==> src/rtl/led_div_seq.sv <==
// Divisor sequencer for the LED blink counter: steps a divisor table, honours a software override.
// Define LED_SEQ_AUTOCLR_EN to let the sequencer clear the blink interrupt latch itself.
module led_div_seq #(
  parameter int NSTEPS = 4,
  parameter int DIV_W  = 12,
  parameter int HOLD_W = 8,
  localparam int STEP_W = (NSTEPS > 1) ? $clog2(NSTEPS) : 1
) (
  input  logic                     clk100,
  input  logic                     rst_n,
  input  logic                     en_i,
  input  logic [NSTEPS*DIV_W-1:0]  step_div_i,
  input  logic [NSTEPS*HOLD_W-1:0] step_hold_i,
  input  logic                     sw_req_i,
  input  logic [DIV_W-1:0]         sw_div_i,
  output logic                     sw_ack_o,
  input  logic                     led_i,
  input  logic                     int_i,
  output logic                     int_clr_o,
  output logic [DIV_W-1:0]         div_o,
  output logic                     wren_o,
  output logic [STEP_W-1:0]        step_o,
  output logic                     busy_o,
  output logic                     wrap_o
);

  typedef enum logic [1:0] {IDLE, LOAD, RUN, SW} state_t;

  state_t              r_state;
  state_t              w_nxt_state;
  logic [STEP_W-1:0]   r_step;
  logic [HOLD_W-1:0]   r_tog_cnt;
  logic                r_mask;
  logic                r_led_q;
  logic [DIV_W-1:0]    r_div;
  logic                r_wren;
  logic                r_ack;
  logic                r_wrap;
  logic                r_busy;

  logic [STEP_W-1:0]   w_step;
  logic [HOLD_W-1:0]   w_tog_cnt;
  logic                w_mask;
  logic [DIV_W-1:0]    w_div;
  logic                w_wren;
  logic                w_ack;
  logic                w_wrap;

  logic                w_toggle;
  logic [HOLD_W-1:0]   w_hold;
  logic [HOLD_W-1:0]   w_hold_eff;
  logic [HOLD_W:0]     w_cnt_inc;
  logic                w_done;
  logic [DIV_W-1:0]    w_tab_div;

  assign w_toggle   = led_i ^ r_led_q;
  assign w_hold     = step_hold_i[int'(r_step)*HOLD_W +: HOLD_W];
  assign w_tab_div  = step_div_i[int'(r_step)*DIV_W +: DIV_W];
  // A zero hold count still needs one counted toggle before advancing
  assign w_hold_eff = (w_hold == '0) ? HOLD_W'(1) : w_hold;
  assign w_cnt_inc  = {1'b0, r_tog_cnt} + (HOLD_W+1)'(1);
  assign w_done     = (r_state == RUN) && w_toggle && !r_mask &&
                      (w_cnt_inc >= {1'b0, w_hold_eff});

  always_ff @(posedge clk100 or negedge rst_n) begin
    if (!rst_n) begin
      r_state   <= IDLE;
      r_step    <= '0;
      r_tog_cnt <= '0;
      r_mask    <= 1'b0;
      r_led_q   <= 1'b0;
      r_div     <= '0;
      r_wren    <= 1'b0;
      r_ack     <= 1'b0;
      r_wrap    <= 1'b0;
      r_busy    <= 1'b0;
    end else begin
      r_state   <= w_nxt_state;
      r_step    <= w_step;
      r_tog_cnt <= w_tog_cnt;
      r_mask    <= w_mask;
      r_led_q   <= led_i;
      r_div     <= w_div;
      r_wren    <= w_wren;
      r_ack     <= w_ack;
      r_wrap    <= w_wrap;
      r_busy    <= (w_nxt_state != IDLE);
    end
  end

  // Override requests beat both enable and step completion so software never waits on the table
  always_comb begin
    w_nxt_state = r_state;
    case (r_state)
      IDLE: begin
        if (sw_req_i)  w_nxt_state = SW;
        else if (en_i) w_nxt_state = LOAD;
      end
      LOAD: w_nxt_state = en_i ? RUN : IDLE;
      RUN: begin
        if (sw_req_i)   w_nxt_state = SW;
        else if (!en_i) w_nxt_state = IDLE;
        else if (w_done) w_nxt_state = LOAD;
      end
      SW: begin
        if (!sw_req_i) w_nxt_state = en_i ? LOAD : IDLE;
      end
      default: w_nxt_state = IDLE;
    endcase
  end

  // Reload strobes fire on the edge that leaves LOAD or enters SW, so every output stays registered
  always_comb begin
    w_step    = r_step;
    w_tog_cnt = r_tog_cnt;
    w_mask    = r_mask;
    w_div     = r_div;
    w_wren    = 1'b0;
    w_ack     = 1'b0;
    w_wrap    = 1'b0;
    if (w_nxt_state == SW && r_state != SW) begin
      w_div  = sw_div_i;
      w_wren = 1'b1;
      w_ack  = 1'b1;
    end else if (w_nxt_state == IDLE) begin
      w_step = '0;
    end else if (r_state == LOAD) begin
      w_div     = w_tab_div;
      w_wren    = 1'b1;
      w_tog_cnt = '0;
      w_mask    = 1'b1;
    end else if (r_state == RUN && w_done) begin
      if (r_step == STEP_W'(NSTEPS-1)) begin
        w_step = '0;
        w_wrap = 1'b1;
      end else begin
        w_step = r_step + STEP_W'(1);
      end
    end else if (r_state == RUN && w_toggle) begin
      if (r_mask) w_mask    = 1'b0;
      else        w_tog_cnt = w_cnt_inc[HOLD_W-1:0];
    end
  end

  assign div_o    = r_div;
  assign wren_o   = r_wren;
  assign sw_ack_o = r_ack;
  assign wrap_o   = r_wrap;
  assign step_o   = r_step;
  assign busy_o   = r_busy;

`ifdef LED_SEQ_AUTOCLR_EN
  logic r_int_clr;

  always_ff @(posedge clk100 or negedge rst_n) begin
    if (!rst_n) r_int_clr <= 1'b0;
    else        r_int_clr <= int_i;
  end

  assign int_clr_o = r_int_clr;
`else
  logic w_unused;

  assign w_unused  = int_i;
  assign int_clr_o = 1'b0;
`endif

endmodule

==> config.mk <==
export PLATFORM = sky130hd
export DESIGN_NAME = led_div_seq
export DESIGN_NICKNAME = d
export VERILOG_FILES = /design/src/rtl/led_div_seq.sv
export SDC_FILE = /design/constraint.sdc
export NUM_CORES = 1
export LEC_CHECK = 0
export ABC_AREA = 1
export BUFFER_PORTS_ARGS = -buffer_cell sky130_fd_sc_hd__buf_2
export CAP_MARGIN = 20
export CORE_UTILIZATION = 45
export DETAILED_ROUTE_END_ITERATION = 10
export MAX_ROUTING_LAYER = met4
export PLACE_DENSITY = 0.82
export REMOVE_ABC_BUFFERS = 1
export SLEW_MARGIN = 20
export SYNTH_ARGS = -nofsm -noshare
export SYNTH_HDL_FRONTEND = slang
export SYNTH_SLANG_ARGS = --single-unit
==> constraint.sdc <==
create_clock -name clk100 -period 3.49 [get_ports clk100]
set_input_delay 0.8725 -clock clk100 [delete_from_list [all_inputs] [get_ports clk100]]
set_output_delay 0.8725 -clock clk100 [all_outputs]
set_load 0.005 [all_outputs]
== Word-level counts from Yosys, hierarchy flattened ==
Index checks and enable logic that the tools add are counted.
Cells by class
  add/subtract/negate cells: 2
  multiply operators: 1
  order comparisons: 1
  equality and inequality tests: 10
  shifts and indexed selects: 2
  mux-type cells: 33
  bitwise logic cells: 3
  reductions and logical operators: 17
Operator list (number)
  variable part select 48 x 7 -> 12 bit: 1
  2-to-1 mux 8 bit: 5
  2-to-1 mux 12 bit: 3
  variable part select 32 x 6 -> 8 bit: 1
  2-to-1 mux 2 bit: 11
  2-to-1 mux 1 bit: 13
  adder 8 x 1 -> 9 bit, second input constant: 1
  greater-or-equal comparator 9 x 8 -> 1 bit: 1
  equality test 2 bit, second input constant: 4
  logical NOT 8 bit: 1
  != test 2 bit, second input constant: 4
  one-hot mux 2 bit (4 select lines): 1
  nonzero test 2 bit: 4
  logical AND 1 bit: 5
  AND reduction 5 bit: 1
  logical NOT 2 bit: 2
  multiplier 2 x 2 -> 4 bit, second input constant: 1
  AND reduction 4 bit: 1
  AND reduction 3 bit: 1
  adder 2 x 1 -> 2 bit, second input constant: 1
  equality test 2 x 1 -> 1 bit, second input constant: 1
  != test 2 x 1 -> 1 bit, second input constant: 1
  inverter 1 bit: 2
  AND reduction 2 bit: 1
  2 further kinds: 2
Word-level totals
  bits in registers: 30
  output and inout port bits: 19

== Logic depth before layout (Yosys ltp) ==
Gate-level depths: netlist (run 1).
  word-level depth: 13
  gate-level depth with buffers: 25
  depth with buffers taken out: 23

== Least setup slack after synthesis (run 1) ==
Ideal clock, no wire load.
  path type: register to register
  from: register r_step[0], in the netlist step_o[0]
  to: register r_tog_cnt[0]
  library setup time: 0.117 ns
  arrival: 2.666 ns
  slack: 0.707 ns
  stages on the path, launching flop included: 23
  buffers on the path: 2
  cells stage by stage: dfrtp_1 -> clkbuf_1 -> inv_1 -> clkbuf_1 -> nand2_1 -> a32o_1 -> nand4_1 -> o21ai_0 -> ha_1 -> inv_1 -> nand2_1 -> nand3_1 -> nand3_1 -> nand2_1 -> nand2_1 -> nand2_1 -> nand2_1 -> nand2_2 -> nand2_1 -> a21oi_4 -> nand3_2 -> nand2_1 -> nand2_1
Between the ends
  longest elaborated chain between the ends: 13
  elaborated cells between the ends (all ways): 17
  those cells by class: order compare: 1; eq/ne: 2; shift: 1; mux: 5; bitwise: 2; reduce/logical: 6
RTL lines
  start: declaration: RTL line 31  | logic [STEP_W-1:0] r_step;
  start signal: assignment: RTL line 79  | r_step <= w_step;
  variable part select 32 x 6 -> 8 bit *: RTL line 57  | assign w_hold = step_hold_i[int'(r_step)*HOLD_W +: HOLD_W];
  logical NOT 8 bit: RTL line 60  | assign w_hold_eff = (w_hold == '0) ? HOLD_W'(1) : w_hold;
  2-to-1 mux 8 bit *: RTL line 60
  greater-or-equal comparator 9 x 8 -> 1 bit *: RTL line 63  | (w_cnt_inc >= {1'b0, w_hold_eff});
  logical AND 1 bit *: RTL line 62  | assign w_done = (r_state == RUN) && w_toggle && !r_mask &&
  2-to-1 mux 2 bit: RTL line 103  | else if (w_done) w_nxt_state = LOAD;
  2-to-1 mux 2 bit: RTL line 102  | else if (!en_i) w_nxt_state = IDLE;
  2-to-1 mux 2 bit: RTL line 101  | if (sw_req_i) w_nxt_state = SW;
  one-hot mux 2 bit (4 select lines): RTL line 94  | case (r_state)
  equality test 2 bit: RTL line 121  | if (w_nxt_state == SW && r_state != SW) begin
  logical AND 1 bit: RTL line 121
  inverter 1 bit (no source line)
  AND reduction 5 bit (no source line) *
  end signal: assignment: RTL line 80  | r_tog_cnt <= w_tog_cnt;
  end: declaration: RTL line 32  | logic [HOLD_W-1:0] r_tog_cnt;
Every way passes the cells marked *; elsewhere a longest branch is shown, timed or not.
A chain may end at the register's enable or synchronous reset.

== Worst setup path in the final report (run 1) ==
  from: register r_step[1], in the netlist step_o[1]
  to: register r_tog_cnt[3]
Same word-level chain as after synthesis.

==> results_dict.tcl, run 1 <==
set metrics [dict create \
    netlist_area_mm2 0.00230 \
    tns_ns 0 \
    rows 25 \
    numCtsBuffers 5 \
    wirelength_um 6490 \
    pwr-share-seq_pct 34.9 \
    finalNetCount 543 \
    peakVddDrop_mv 0.384 \
    ant_nets 0 \
    grt_pass1_wl_um 10500 \
    rsz0062_at_grt "no" \
    synth_flop_cell "dfrtp_1" \
    min_from "div_o[10]" \
    syn_area_per_cell_um2 7.00 \
    synthCells 328 \
    clock_sinks 30 \
    io_buffers 114 \
    start_util_pct 47.7 \
    synthToLayoutAreaGrowth_pct 31.3 \
    clock_path_buffers 2 \
    r2r-start "step_o[1]" \
    status "complete, no violations" \
    drive_above_1_share_pct 33.3 \
    path_class "register to register" \
    placed_area_mm2 0.00290 \
    clk_pin_slew_ns 0.07 \
    critPathCaptureType "register" \
    ys_ff_latch 30 \
    hp-class "register to register" \
    yosysWarnings 0 \
    vias_per_cell 5.28 \
    combPwrFrac_pct 43.9 \
    fin_util_pct 62.6 \
    dr.first_iter.drc_count 116 \
    grt.overflow.total 0 \
    cts_hold_buf 0 \
    power_switching_uw 640 \
    required_ns 3.67 \
    n_antenna_cell 0 \
    dieHeight_um 73.4 \
    synthArstFlopShare_pct 100 \
    drtPass1Iterations 4 \
    clockPowerShare_pct 21.3 \
    clk_latency_ns 0.29 \
    tightest_slew_ns 0.685 \
    max_slew_margin_pct 54.3 \
    finalMaxSlewViolations 0 \
    grt_pass1_vias 2488 \
    synth_edf_count 0 \
    drc 0 \
    finalCriticalPeriod_ns 3.07 \
    wl_per_cell_um 12.9 \
    cp_data_arrival_time_ns 3.25 \
    postLayoutCellArea_mm2 0.00301 \
    hpwl_um 4860 \
    fmax_ghz 0.326 \
    power_density_mw_per_mm2 525 \
    grtUsageTotal_pct 26.2 \
    htree_levels 2 \
    setup_viol 0 \
    clock_skew_ns 0.00630 \
    p_int_uw 941 \
    cp_max_fo 19 \
    dr_total_vias 2658 \
    grt_max_degree 44 \
    synth_seq_area_share_pct 32.7 \
    startpoint "step_o[1]" \
    ios 117 \
    worstSetupStartpointType "register" \
    holdWs_ns 0.485 \
    power_uw 1580 \
    drv_cap 0 \
    power_leakage_uw 0.00166 \
    antenna_found_initial 0 \
    fin_crit_sh_pct 87.9 \
    dieArea_mm2 0.00539 \
    core_mm2 0.00482 \
    tritoncts "yes" \
    hold_viol 0 \
    cts_root_buf "clkbuf_8" \
    swShare_pct 40.5 \
    die_w_um 73.4 \
    place_congestion 0.837 \
    yosysUniqueCellTypes 33 \
]
## worst paths after layout
kind	slack, ns	cells after the start	to
max in group asynchronous	2.42	1	div_o[11]
worst min-delay path	0.48	2	div_o[10]
min in group asynchronous	0.62	1	div_o[1]
worst max register to register	0.42	21	r_tog_cnt[3]
worst max-delay path	0.42	21	r_tog_cnt[3]
worst min register to register	0.48	2	div_o[10]
## layout by cell type (no fill, tap or decap), drive strengths merged
cell type,count
a32o,7
o22ai,2
buf,119
nand4,11
nor2,43
nor3,2
o221ai,12
xor2,5
clkbuf,8
dfrtp,30
ha,10
clkinvlp,1
conb,1
inv,29
nand3,9
a21oi,12
a31oi,1
o21ai,52
nand2,82
## logic make-up (layout without fill, tap and decap cells)
family / after synthesis / after routing / synth area share (%)
other cells: 1 / 1 / 0.163
simple gates: 147 / 147 / 27.8
buf+inv: 49 / 157 / 8.72
xor+xnor: 5 / 5 / 1.91
compound gates: 86 / 86 / 23.2
fa+ha+maj: 10 / 10 / 5.45
flops: 30 / 30 / 32.7
## per-layer routing
layer	vias up	global-route usage [%]	wire length (um)
li1	1327	-	-
met1	1230	27.9	2730
met2	93	47.7	3290
met3	8	6.58	391
met4	0	8.12	81
met5	-	-	0
## repair_timing
item,4_1_cts,5_1_grt
setup endpoints to repair,0,8
gates resized for setup,0,1
setup buffers,0,0
## state kept, by name, indices dropped and copies added (netlist names), 2 cells and up
name and flops:
r_state 2, div_o 12, step_o 2, r_tog_cnt 8
## Yosys cell counts (all sizes together), types with 2 or more instances
master | n | area, um2
o221ai | 12 | 105
nor3 | 2 | 21.3
o21ai | 52 | 264
ha | 10 | 125
nand3 | 9 | 50.1
a32o | 7 | 70.1
inv | 29 | 109
o22ai | 2 | 12.5
nand2 | 82 | 325
nor2 | 43 | 174
a21oi | 12 | 75.1
buf | 4 | 31.3
dfrtp | 30 | 751
xor2 | 5 | 43.8
nand4 | 11 | 68.8
clkbuf | 15 | 56.3
## power by group through the flow
stage / logic, uW / registers [uW] / clock network [uW]
2_1_floorplan: 430 / 562 / 0
3_3_place_gp: 672 / 553 / 0
3_5_place_dp: 692 / 558 / 0
4_1_cts: 699 / 552 / 338
5_1_grt: 796 / 568 / 360
6_report: 693 / 552 / 336
## cell type report
type | instances | area (um2)
fill | 460 | 1800
multi-input combinational | 249 | 1350
sequential | 30 | 751
timing repair buffer | 119 | 608
inverter | 30 | 116
clock buffer | 8 | 110
tap | 67 | 83.8
## metrics by stage
step,instances,worst slack [ns]
after floorplan,309,-0.101
after global placement,495,0.303
after detailed placement,495,0.249
after CTS,503,0.408
after global routing,503,0.0348
final,503,0.423
## worst max-delay path: stages, from the launching register on
cell	delay [ns]
dfrtp_1	0.39
clkinvlp_4	0.19
buf_4	0.25
a21oi_1	0.16
a32o_1	0.19
nand4_1	0.08
o21ai_0	0.15
ha_1	0.25
inv_1	0.05
nand2_1	0.04
nand3_1	0.07
nand3_1	0.07
nand2_1	0.06
nand2_1	0.05
nand2_1	0.05
nand2_1	0.06
nand2_2	0.09
nand2_1	0.09
a21oi_4	0.28
nand3_2	0.21
nand2_1	0.10
nand2_1	0.06
Note: power is estimated with default switching activity, not from simulation.
==> inputs of run 2 (changes only) <==
==> constraint.sdc (replaced) <==
create_clock -name clk100 -period 3.35 [get_ports clk100]
set_input_delay 0.8375 -clock clk100 [delete_from_list [all_inputs] [get_ports clk100]]
set_output_delay 0.8375 -clock clk100 [all_outputs]
set_load 0.005 [all_outputs]
==> run 2 against run 1 <==
Compared with the run above:
- routed wire length about the same
- clock skew up 0.0013 ns
- non-clock buffer count up 1
- power up 2.2%
- combinational power up 6.3%
- flip-flop and latch count unchanged
- worst setup slack worse by 0.085 ns
- global-route usage down 0.71 points
- design area down 0.50%
- core utilization down 0.31 points
- critical endpoint is now r_tog_cnt[7]
- largest cell class unchanged
- highest routed layer unchanged
==> results_dict.tcl, run 2 (same netlist as run 1, synthesis figures left out) <==
set metrics [dict create \
    clock_sinks 30 \
    critPathCaptureType "register" \
    grtUsageTotal_pct 25.5 \
    slowest_stage "dfrtp_1" \
    power_density_mw_per_mm2 539 \
    finalNetCount 544 \
    clk_pin_slew_ns 0.07 \
    placed_area_mm2 0.00291 \
    cts_resized 0 \
    grt_pass1_vias 2440 \
    ios 117 \
    layout_setup_ws_ns 0.337 \
    place_congestion 0.803 \
    layout_commonest_cell "buf_2" \
    cpPeakStageDelay_ns 0.35 \
    drc 0 \
    min_to "r_tog_cnt[3]" \
    ant_nets 0 \
    start_util_pct 47.7 \
    worstPathCellList "clkinv_1 -> buf_4 -> a21oi_1 -> a32o_1 -> nand4_1 -> o21ai_0 -> ha_1 -> inv_1 -> nand2_1 -> nand3_1 -> nand3_1 -> nand2_1 -> nand2_1 -> nand2_1 -> nand2_1 -> nand2_2 -> nand2_1 -> nand2_1 -> nand2_2 -> nand2_4 -> nand3_2 -> nand2_1 -> nand2_1" \
    clock_path_buffers 2 \
    drive_above_1_share_pct 33.0 \
    cts_root_buf "clkbuf_8" \
    fin_crit_sh_pct 89.9 \
    tritoncts "yes" \
    fmax_ghz 0.332 \
    vias_per_cell 5.28 \
    holdPathStages 2 \
    grt_pass1_wl_um 10200 \
    pre_cts_slack_ns 0.180 \
    rr_endpoint "r_tog_cnt[7]" \
    holdWs_ns 0.476 \
    htree_levels 2 \
    hp-class "register to register" \
    hpwl_um 4870 \
    reg2regPathDepth 23 \
    finalNonFillerCells 504 \
    finalMaxSlewViolations 0 \
    io_buffers 114 \
    drtPass1Iterations 4 \
    status "complete, no violations" \
    clock_skew_ns 0.00764 \
    nFillCells 444 \
    crit_top_cell "nand2_1" \
    largest_register_ffs 12 \
    min_from "r_tog_cnt[3]" \
    finalCriticalPeriod_ns 3.01 \
    hold_viol 0 \
    core_mm2 0.00482 \
    tightest_slew_ns 0.674 \
    rrSetupSlack_ns 0.34 \
    required_ns 3.53 \
    dr_total_vias 2660 \
    cp_data_arrival_time_ns 3.19 \
    worstSetupStartpointType "register" \
    n_antenna_cell 0 \
    postLayoutCellArea_mm2 0.00300 \
    path_class "register to register" \
    power_leakage_uw 0.00166 \
    wirelength_um 6490 \
    layout_common_cells "buf_2, nand2_1, o21ai_0, nor2_1, dfrtp_1" \
    setup_viol 0 \
    antenna_found_initial 0 \
    cts_setup_buffers 0 \
    clk_latency_ns 0.29 \
    max_slew_margin_pct 55.1 \
    dieArea_mm2 0.00539 \
    wl_per_cell_um 12.9 \
    die_w_um 73.4 \
    placedCellCount 496 \
    dr.first_iter.drc_count 115 \
    cts_hold_buf 0 \
    peakVddDrop_mv 0.342 \
    dieHeight_um 73.4 \
    grt_max_degree 44 \
    synthToLayoutAreaGrowth_pct 30.6 \
    rows 25 \
    grt.overflow.total 0 \
    cp_max_fo 20 \
    rsz0062_at_grt "no" \
    drv_cap 0 \
    r2r-start "step_o[1]" \
    numCtsBuffers 5 \
]
## run 2: cell type report
cell class / instances / area (um2) / share of cell area [%]
Multi-Input combinational cell: 249 / 1350 / 44.8
Sequential cell: 30 / 751 / 25.0
Timing Repair Buffer: 120 / 616 / 20.5
Inverter: 30 / 113 / 3.75
Clock buffer: 7 / 86.3 / 2.88
Tap cell: 67 / 83.8 / 2.80
Clock inverter: 1 / 5.00 / 0.167
## run 2: per-stage QoR
stage	setup TNS (ns)	power, uW	utilization [%]
3_3_place_gp	0	1290	60.4
4_1_cts	0	1620	62.3
5_1_grt	0	1770	62.3
2_1_floorplan	-2.19	1030	-
3_5_place_dp	0	1310	60.4
6_report	0	1620	62.3
## run 2: power by group
part           switching, uW  internal (uW)  total (uW)
combinational            443            294         737
sequential              92.8            487         580
clock                    134            165         299
total                    670            947        1620
## run 2: per-layer routing
layer,global-route usage (%),vias up,wire [um]
met2,46.5,103,3330
met5,-,-,0
met3,7.00,16,484
li1,-,1323,-
met4,10.9,0,141
met1,25.5,1218,2540
## run 2: worst max-delay path: cells and delay by family (launching register included)
family | cells | cell delay, ns
simple gates | 16 | 1.29
buf+inv | 3 | 0.55
compound gates | 3 | 0.46
flops | 1 | 0.35
fa+ha+maj | 1 | 0.25
## run 2: how the worst max path moves through the flow
stage	startpoint	to	cells past startpoint
after global placement	step_hold_i[31]	r_tog_cnt[4]	22
after floorplan	step_o[0]	r_tog_cnt[0]	21
after detailed placement	step_hold_i[31]	r_tog_cnt[7]	22
final	step_o[1]	r_tog_cnt[7]	23
after CTS	step_o[1]	r_tog_cnt[7]	23
after global routing	step_o[1]	r_tog_cnt[3]	23
==> inputs of run 3 (changes only) <==
--- a/config.mk
+++ b/config.mk
@@ -5,13 +5,12 @@
 export SDC_FILE = /design/constraint.sdc
 export NUM_CORES = 1
 export LEC_CHECK = 0
-export ABC_AREA = 1
 export BUFFER_PORTS_ARGS = -buffer_cell sky130_fd_sc_hd__buf_2
 export CAP_MARGIN = 20
 export CORE_UTILIZATION = 45
 export DETAILED_ROUTE_END_ITERATION = 10
 export MAX_ROUTING_LAYER = met4
-export PLACE_DENSITY = 0.82
+export PLACE_DENSITY = 0.83
 export REMOVE_ABC_BUFFERS = 1
 export SLEW_MARGIN = 20
 export SYNTH_ARGS = -nofsm -noshare
==> run 3 against run 2 <==
Compared with the run above:
- die area fell by 3.0%
- flip-flop and latch count did not move
- sequential power fell by 5.2%
- critical path type unchanged
- critical endpoint is now r_tog_cnt[3]
- highest routed layer unchanged
==> results_dict.tcl, run 3 <==
set metrics [dict create \
    status "complete, no violations" \
    dr.first_iter.drc_count 101 \
    layout_common_cells "buf_2, dfrtp_1, mux4_2, a21oi_1, nor2_1" \
    grt.overflow.total 0 \
    wirelength_um 5310 \
    cp_max_fo 17 \
    ys_ff_latch 30 \
    grt_pass1_wl_um 8240 \
    htree_levels 2 \
    crit_end "r_tog_cnt[3]" \
    tightest_slew_ns 0.780 \
    clock_path_buffers 2 \
    r2r-start "step_o[0]" \
    core_mm2 0.00475 \
    synth.most_common_cell "dfrtp_1" \
    clk_latency_ns 0.28 \
    layout_setup_ws_ns 0.214 \
    ios 117 \
    grtUsageTotal_pct 21.4 \
    grt_max_degree 31 \
    yosys.area.top_type "dfrtp_1" \
    drive_above_1_share_pct 48.9 \
    reg2regPathDepth 10 \
    worstSetupStartpointType "register" \
    netlist_area_mm2 0.00222 \
    synth.top_cell.area_share_pct 33.7 \
    place_congestion 0.934 \
    finalNetCount 424 \
    rrSetupSlack_ns 0.21 \
    rr_endpoint "r_tog_cnt[3]" \
    holdWs_ns 0.527 \
    required_ns 3.51 \
    peakVddDrop_mv 0.271 \
    fmax_ghz 0.319 \
    rows 25 \
    numCtsBuffers 5 \
    hold_viol 0 \
    hpwl_um 4270 \
    synth_top_cells_by_area "dfrtp_1, mux4_2, mux2i_1" \
    start_util_pct 46.8 \
    tritoncts "yes" \
    hp-class "register to register" \
    synthArstFlopShare_pct 100 \
    antenna_found_initial 0 \
    startpoint "step_o[0]" \
    max_slew_margin_pct 47.9 \
    io_buffers 114 \
    cts_resized 0 \
    die_w_um 72.3 \
    wl_per_cell_um 13.8 \
    finalMaxSlewViolations 0 \
    synth_seq_area_share_pct 33.7 \
    grt_pass1_vias 1786 \
    yosysWarnings 0 \
    cp_data_arrival_time_ns 3.30 \
    power_density_mw_per_mm2 479 \
    rsz0062_at_grt "no" \
    dieArea_mm2 0.00523 \
    synth_edf_count 0 \
    synthCells 199 \
    yosysUniqueCellTypes 46 \
    dr_total_vias 2044 \
    largest_register_ffs 12 \
    cts_root_buf "clkbuf_8" \
    cts_hold_buf 0 \
    synth_flop_cell "dfrtp_1" \
    syn_area_per_cell_um2 11.2 \
    setup_viol 0 \
    dieHeight_um 72.3 \
    layout_commonest_cell "buf_2" \
    finalCriticalPeriod_ns 3.14 \
    power_leakage_uw 0.00150 \
    clk_pin_slew_ns 0.06 \
    synthToLayoutAreaGrowth_pct 33.9 \
    path_class "register to register" \
    clock_skew_ns 0.00249 \
    yosys-top-cells-count "dfrtp_1, mux4_2, a21oi_1" \
    critPathCaptureType "register" \
    pre_cts_slack_ns -0.0104 \
    drv_cap 0 \
    n_antenna_cell 0 \
    cts_setup_buffers 0 \
    drtPass1Iterations 4 \
    clock_sinks 30 \
    ant_nets 0 \
    fin_crit_sh_pct 93.6 \
    drc 0 \
    vias_per_cell 5.32 \
]
## run 3: changes by cell type in the layout (fill, tap and decap cells not counted), sizes merged, moves of 5 or more
cell	delta
inv	-17
and3	+6
o21ai	-50
mux2i	+14
nand2	-70
o221ai	-12
nand3	-5
nor2	-28
nand4	-11
mux4	+20
a21oi	+8
## run 3: cell families (layout without fill, tap and decap cells)
family	count (synthesis)	count (layout)	share of synthesized area (%)
AO/OA/AOI/OAI	44	44	14.1
XOR/XNOR	7	7	2.76
adder cells (fa/ha/maj)	10	10	5.62
buffers and inverters	21	139	4.16
flip-flops	30	30	33.7
multiplexers	34	34	26.5
other	1	1	0.169
AND/OR/NAND/NOR	52	52	12.9
## run 3: layout make-up
class | count | area, um2
Tap cell | 67 | 83.8
Timing Repair Buffer | 119 | 608
Multi-Input combinational cell | 148 | 1380
Clock buffer | 8 | 110
Inverter | 12 | 45.0
Sequential cell | 30 | 751
Fill cell | 401 | 1780
## run 3: how the worst min path moves through the flow
stage | startpoint | endpoint | cells past startpoint | slack, ns
global placement | div_o[1] | div_o[1] | 2 | 0.50
floorplan | r_tog_cnt[7] | r_tog_cnt[7] | 1 | 0.48
detailed placement | div_o[10] | div_o[10] | 2 | 0.52
CTS | div_o[10] | div_o[10] | 2 | 0.53
global route | div_o[11] | div_o[11] | 2 | 0.56
finish | div_o[1] | div_o[1] | 2 | 0.53
## run 3: worst max-delay path: stages (launching register included)
cell,delay [ns]
dfrtp_1,0.55
buf_4,0.37
mux4_2,0.54
inv_1,0.09
a41o_1,0.15
ha_1,0.22
nor2b_1,0.14
o21ai_1,0.18
a311oi_1,0.32
nand2_1,0.20
a32o_1,0.26
## run 3: per-layer routing
layer  global-route usage (%)  vias to the layer above  wire (um)
li1                         -                      992          -
met1                     28.7                      976       2200
met5                        -                        -          0
met2                     33.6                       71       2800
met4                     6.54                        0         48
met3                     3.19                        5        263
## run 3: stage by stage
step           setup TNS, ns  std cells  area, um2  utilization [%]  total power, uW
6_report                   0        384       2980             62.7             1430
5_1_grt                    0        384       2980             62.7             1530
4_1_cts                    0        384       2980             62.7             1440
3_5_place_dp         -0.0287        376       2870             60.3             1090
3_3_place_gp               0        376       2870             60.3             1060
2_1_floorplan              0        190       2180                -              865
## run 3: power by group
part	internal [uW]	switching [uW]
clock network	207	135
registers	471	78.7
logic	258	278
